$ cat src/rtl/if_fetch_pkg.sv
// Shared constants and fetch-state encoding for the instruction-fetch stage.
package if_fetch_pkg;

  localparam logic        NOSTOP       = 1'b0;
  localparam logic        STOP         = 1'b1;
  localparam logic [31:0] ZeroWord     = 32'h0000_0000;
  localparam logic [31:0] NOPInst      = 32'h0000_0000;
  localparam logic [31:0] RESET_VECTOR = 32'hbfc0_0000;

  typedef enum logic [1:0] {
    IF_IDLE = 2'd0,
    IF_BUSY = 2'd1,
    IF_HOLD = 2'd2,
    IF_DROP = 2'd3
  } if_state_t;

endpackage

$ cat src/rtl/if_fetch.sv
// Instruction fetch: one req/ack bus read per PC, one-word skid buffer for
// decode stalls, and discard of in-flight reads when CP0 redirects the PC.
module if_fetch
  import if_fetch_pkg::*;
(
  input  logic        clk,
  input  logic        rst,
  input  logic [31:0] pc_i,
  input  logic [5:0]  stall,
  input  logic        flush,
  output logic        ibus_req,
  output logic [31:0] ibus_addr,
  input  logic        ibus_ack,
  input  logic [31:0] ibus_rdata,
  output logic        stallreq_o,
  output logic [31:0] id_pc,
  output logic [31:0] id_inst
);

  if_state_t   state_reg, state_next;
  logic [31:0] id_pc_reg, id_pc_next;
  logic [31:0] id_inst_reg, id_inst_next;
  logic [31:0] buf_pc_reg, buf_pc_next;
  logic [31:0] buf_inst_reg, buf_inst_next;
  logic [31:0] addr_reg, addr_next;

  // Only the IF/ID and ID hold bits matter to this stage.
  logic unused_stall;
  assign unused_stall = ^{stall[5:3], stall[0]};

  always_ff @(posedge clk) begin
    if (rst) begin
      state_reg    <= IF_IDLE;
      id_pc_reg    <= ZeroWord;
      id_inst_reg  <= NOPInst;
      buf_pc_reg   <= ZeroWord;
      buf_inst_reg <= NOPInst;
      addr_reg     <= ZeroWord;
    end else begin
      state_reg    <= state_next;
      id_pc_reg    <= id_pc_next;
      id_inst_reg  <= id_inst_next;
      buf_pc_reg   <= buf_pc_next;
      buf_inst_reg <= buf_inst_next;
      addr_reg     <= addr_next;
    end
  end

  always_comb begin
    state_next    = state_reg;
    id_pc_next    = id_pc_reg;
    id_inst_next  = id_inst_reg;
    buf_pc_next   = buf_pc_reg;
    buf_inst_next = buf_inst_reg;
    addr_next     = addr_reg;
    ibus_req      = 1'b0;
    ibus_addr     = addr_reg;
    stallreq_o    = NOSTOP;

    // IF/ID held but ID advancing: inject a bubble; loads below override.
    if (stall[1] && !stall[2]) begin
      id_pc_next   = ZeroWord;
      id_inst_next = NOPInst;
    end

    case (state_reg)
      IF_IDLE: begin
        stallreq_o = STOP;
        state_next = IF_BUSY;
      end
      IF_BUSY: begin
        ibus_req   = 1'b1;
        ibus_addr  = pc_i;
        stallreq_o = ibus_ack ? NOSTOP : STOP;
        addr_next  = pc_i;
        if (flush) begin
          state_next = ibus_ack ? IF_BUSY : IF_DROP;
        end else if (ibus_ack) begin
          if (!stall[1]) begin
            id_pc_next   = pc_i;
            id_inst_next = ibus_rdata;
          end else begin
            buf_pc_next   = pc_i;
            buf_inst_next = ibus_rdata;
            state_next    = IF_HOLD;
          end
        end
      end
      IF_HOLD: begin
        if (flush) begin
          state_next = IF_BUSY;
        end else if (!stall[1]) begin
          id_pc_next   = buf_pc_reg;
          id_inst_next = buf_inst_reg;
          state_next   = IF_BUSY;
        end
      end
      IF_DROP: begin
        // PC already holds the redirect target; finish the stale read first.
        ibus_req   = 1'b1;
        ibus_addr  = addr_reg;
        stallreq_o = STOP;
        if (!flush && ibus_ack) begin
          state_next = IF_BUSY;
        end
      end
      default: state_next = IF_IDLE;
    endcase

    if (flush) begin
      id_pc_next   = ZeroWord;
      id_inst_next = NOPInst;
    end
  end

  assign id_pc   = id_pc_reg;
  assign id_inst = id_inst_reg;

endmodule

$ cat config.mk
export PLATFORM = sky130hd
export DESIGN_NAME = if_fetch
export DESIGN_NICKNAME = d
export VERILOG_FILES = /design/src/rtl/if_fetch_pkg.sv /design/src/rtl/if_fetch.sv
export SDC_FILE = /design/constraint.sdc
export NUM_CORES = 1
export LEC_CHECK = 0
export ABC_AREA = 1
export CAP_MARGIN = 0
export CORE_MARGIN = 8
export CORE_UTILIZATION = 35
export DETAILED_ROUTE_END_ITERATION = 12
export DONT_BUFFER_PORTS = 1
export PLACE_DENSITY = 0.59
export RECOVER_POWER = 25
export SETUP_SLACK_MARGIN = 0.05
export SYNTH_ARGS = -nofsm -noshare
export SYNTH_HDL_FRONTEND = slang
export SYNTH_SLANG_ARGS = --single-unit
export TNS_END_PERCENT = 10
$ cat constraint.sdc
create_clock -name clk -period 2 [get_ports clk]
set_input_delay 0.2 -clock clk [delete_from_list [all_inputs] [get_ports clk]]
set_output_delay 0.2 -clock clk [all_outputs]
set_load 0.005 [all_outputs]
## Word-level counts from Yosys, hierarchy flattened

Index checks and enable logic that the tools add are counted.

- Bits in registers: 162
- Input port bits: 74

- Eq/ne operators: 7
- Mux-type cells: 22
- Bitwise logic cells: 1
- Reduce and logical (&&, ||, !) cells: 10

Operators by type and width:

| kind | count |
|---|---|
| $mux W32 | 9 |
| $pmux W32 S2 | 2 |
| $mux W2 | 7 |
| $ne A3 B3 Y1 const B | 3 |
| $pmux W2 S4 | 1 |
| $reduce_and A4 Y1 | 2 |
| $reduce_or A2 Y1 | 3 |
| $eq A2 B2 Y1 const B | 2 |
| $eq A2 B1 Y1 const B | 1 |
| $logic_and A1 B1 Y1 | 2 |
| $logic_not A1 Y1 | 2 |
| $logic_not A2 Y1 | 1 |
| $mux W1 | 2 |
| $ne A2 B2 Y1 const B | 1 |
| $pmux W1 S2 | 1 |
| $not A1 Y1 | 1 |

## Logic depth before layout (Yosys ltp)

- Depth in word-level cells: 6
- Mapped depth: 10

## Least setup slack after synthesis

No wires, ideal clock.

- Path kind: register to register
- Start point: reg state_reg[0]
- End point: reg id_inst_reg[11] (netlist: id_inst[11])
- Arrival: 1.529 ns
- Path slack: 0.400 ns
- Stages on the path, launching flop included: 9
- Buffers on the path: 2
- Clock period less this slack: 1.600 ns
- Path through: dfxtp_1 inv_1 ha_1 clkbuf_1 a21oi_1 nand2_1 clkbuf_1 nand3_1 a21oi_1

- Cells in the longest elaborated chain, start to end: 2

RTL lines:

| element | RTL line | RTL |
|---|---|---|
| start: declaration | if_fetch.sv:20 | `if_state_t state_reg, state_next;` |
| start signal: assignment | if_fetch.sv:40 | `state_reg <= state_next;` |
| $eq A2 B2 Y1 or $eq A2 B1 Y1 (tied branches) | if_fetch.sv:66 | `case (state_reg)` |
| $pmux W32 S2 (*) | if_fetch.sv:66 |  |
| end signal: assignment | if_fetch.sv:35 | `id_inst_reg <= NOPInst;` |
| end signal: assignment | if_fetch.sv:42 | `id_inst_reg <= id_inst_next;` |
| end: declaration | if_fetch.sv:22 | `logic [31:0] id_inst_reg, id_inst_next;` |

Mark *: on every way between the ends. The rest lies on a longest branch, timed or not.
A chain may end at the register's enable or synchronous reset.

## Final worst setup path

- Start point: reg state_reg[0]
- End point: out ibus_addr[16]

- Cells in the longest elaborated chain, start to end: 2

RTL lines:

| element | RTL line | RTL |
|---|---|---|
| $eq A2 B1 Y1 | if_fetch.sv:66 |  |
| $mux W32 | - |  |
| end: declaration | if_fetch.sv:12 | `output logic [31:0] ibus_addr,` |

No other way between the ends.

==> summary.txt <==
run status = complete, no violations
Rel. slew slack = 71.8%
largest net degree at the start of global routing = 57
relative area change from synthesis to final layout = 20.8%
startpoint kind of the worst setup timing path = flop
dominant synthesized flop cell = sky130_fd_sc_hd__dfxtp_1
weighted congestion reported at the end of routability-driven placement = 0.799
Gate Count Post-Synth = 1,191
post-synthesis cell type with the largest combined area = sky130_fd_sc_hd__dfxtp_1
clock tree from TritonCTS = built
min cycle time layout = 1880 ps
sum of net half-perimeters after detailed placement = 15.6 mm
sequential fraction of the synthesis area = 42.4%
part of the cycle the worst path needs = 94.0%
XOR/XNOR Fraction of Synth Area = 0%
combinational family with the most area after synthesis = simple AND/OR/NAND/NOR gates
worst setup slack for register-to-register paths = 160 ps
Die ar. = 26,800 µm²
Netlist cell types = 17
area used by multi-input combinational logic = 3700 µm²
buffers added on ports = 0
most frequent cells after synthesis = sky130_fd_sc_hd__nand2_1, sky130_fd_sc_hd__dfxtp_1, sky130_fd_sc_hd__a21oi_1
endpoint of the worst register-to-register path = addr_reg[2]
arrival time at the worst endpoint = 1680 ps
cells along the critical path = ha_4, clkbuf_8, nand2_1, nand2_1
yosys synthesis warning count = 0
min-delay src = pc_i[1]
fraction of the mapped netlist area in compound gates = 13.9%
drt via density = 5.10
core outline area = 21,600 µm²
proportion of register bits with asynchronous set or reset after synthesis = 0%
layout cells sized above 1 = 5.38%
number of buffers created by CTS = 17
leakage power of the design = 0.00418 µW
cell area power density = 1020 nW/µm²
area of all sequential standard cells = 3240 µm²
total via count in the routed design = 7,686
worst min-delay path endpoint = id_pc[1]
setup_tns = 0 ps
Crit-path slowest cell = sky130_fd_sc_hd__dfxtp_1
adder-cell share of the synthesized area = 0.491%
number of nets in the synthesized netlist = 1,268
number of antenna repair diodes = 0
total overflow reported by the global router = 0
hold crit path type = in2reg
number of rows in the core area = 54
area share of the leading cell type in the synthesized netlist = 42.4%
chip width = 164 µm
number of global-route vias before repair = 7,180
Initial Utilization = 35.4%
number of detailed-route iterations in the first pass = 5
Sinks on Clock Net = 162
cell with the most instances after synthesis = sky130_fd_sc_hd__nand2_1
H-tree level count = 4
worst supply voltage drop on vdd = 0.532 mV
clock-pin slew on the worst setup and hold paths = 70 ps
clk buf depth = 2
global-route wire length before repair = 40.9 mm
Max Fanout on Critical Path = 44
Final Hold Viols = 0
worst setup skew after layout = 11.7 ps
number of maximum-capacitance violations = 0
number of synthesized flops with an enable pin = 0
starting DRC count in detailed routing = 668
CP Buf/Inv Count = 1
detailed-route wire length = 25.9 mm
Req. time, crit path = 1800 ps
clk_lat worst skew = 420 ps
critical register-to-register path startpoint = state_reg[0]
cells on worst reg2reg path = 5
die boundary height = 164 µm
mean routed wirelength per cell = 17.2 µm
average cell area after synthesis = 6.42 µm²
max-slew violation count = 0
top-level port count = 172
remaining antenna violation count = 0
share of cell area taken by muxes after synthesis = 0%
simple logic cell fraction of the synthesized area = 33.6%
GRT Util Overall = 19.2%
dominant cells by area after synthesis = sky130_fd_sc_hd__dfxtp_1, sky130_fd_sc_hd__nand2_1, sky130_fd_sc_hd__a21oi_1
Fill cells = 2,252
RSZ-0062 raised after global routing = true
DR DRC count = 0
clock root buffer = sky130_fd_sc_hd__clkbuf_16
Setup violations, final = 0
path type of the worst setup path = reg2out
worst hold path cell count = 4
most used cell along the critical path = sky130_fd_sc_hd__nand2_1
antenna violations before repair = 0
Post-Route Utilization = 42.7%
Max Fclk = 532 MHz
cell family with most CP delay = flip-flops
Worst-Margin Slew = 424 ps
maximum single-stage delay on the critical path = 420 ps
number of nets in the layout = 1,292
Post-Syn Area = 7650 µm²
register bit count reported by yosys = 162
Setup crit end kind = primary output
area by class of cell:
cell class	count	area share, %
Sequential cell	162	35.1
Timing Repair Buffer	93	11.0
Inverter	97	3.97
Clock inverter	9	1.16
Multi-Input combinational cell	844	40.0
Tap cell	280	3.79
Clock buffer	21	4.98
report_power, final:
group / switching (µW) / internal [µW]
clock: 1340 / 1890
sequential: 177 / 3490
combinational: 1670 / 835
total: 3190 / 6220
metrics by stage:
| stage | total power (µW) | cell area (µm²) | hold slack (ps) | instances | worst slack [ps] |
|---|---|---|---|---|---|
| floorplan | 5350 | 7650 | 348 | 1191 | 400 |
| global placement | 6080 | 7970 | 273 | 1408 | 267 |
| detailed placement | 6110 | 7970 | 275 | 1408 | 223 |
| CTS | 9500 | 9230 | 0.157 | 1506 | 24.2 |
| global route | 9960 | 9240 | 26.9 | 1506 | 37.1 |
| finish | 9410 | 9240 | 19.7 | 1506 | 121 |
how the worst max path moves through the flow:
| stage | slack [ps] | start | endpoint | cells past startpoint |
|---|---|---|---|---|
| global route | 40 | state_reg[1] | stallreq_o | 5 |
| detailed placement | 220 | state_reg[0] | id_pc[27] | 7 |
| finish | 120 | state_reg[0] | ibus_addr[16] | 4 |
| CTS | 20 | state_reg[0] | ibus_addr[31] | 4 |
| floorplan | 400 | state_reg[0] | id_inst[11] | 8 |
| global placement | 270 | state_reg[0] | id_pc[19] | 7 |
routing by layer:
layer / share of wire (%) / track usage, % / up-vias
met5: 0 / 0 / -
met4: 1.4 / 5.12 / 0
met3: 7.9 / 5.86 / 21
met2: 45 / 30.1 / 255
met1: 45 / 25.2 / 3558
li1: - / - / 3852
cells by family after synthesis:
| family | after synthesis |
|---|---|
| fa+ha+maj | 3 |
| compound gates | 213 |
| buf+inv | 185 |
| flops | 162 |
| simple gates | 628 |
what timing repair did:
item                       4_1_cts  5_1_grt
hold buffers                    68        0
setup endpoints to repair       27       30
gates resized for setup          2        3
hold endpoints to repair       102        0
buffers inserted                 0        0
cell usage in the layout (no fill, tap or decap), types with 6 or more instances in the layout:
| master | synthesis | layout |
|---|---|---|
| sky130_fd_sc_hd__nand4_1 | 33 | 33 |
| sky130_fd_sc_hd__buf_4 | 0 | 13 |
| sky130_fd_sc_hd__dlygate4sd3_1 | 0 | 67 |
| sky130_fd_sc_hd__dfxtp_1 | 162 | 162 |
| sky130_fd_sc_hd__inv_1 | 91 | 90 |
| sky130_fd_sc_hd__inv_2 | 5 | 6 |
| sky130_fd_sc_hd__clkbuf_16 | 0 | 17 |
| sky130_fd_sc_hd__o21ai_0 | 82 | 82 |
| sky130_fd_sc_hd__nand3_1 | 97 | 97 |
| sky130_fd_sc_hd__nor2_1 | 101 | 100 |
| sky130_fd_sc_hd__buf_12 | 0 | 11 |
| sky130_fd_sc_hd__a21oi_1 | 130 | 130 |
| sky130_fd_sc_hd__nand2_1 | 395 | 394 |
tightest hold or removal path: stages:
cell and delay, ps:
sky130_fd_sc_hd__inv_1 30, sky130_fd_sc_hd__nand2_1 40, sky130_fd_sc_hd__nand3_1 70, sky130_fd_sc_hd__a21oi_1 60
Power figures use the tool's default switching activity.
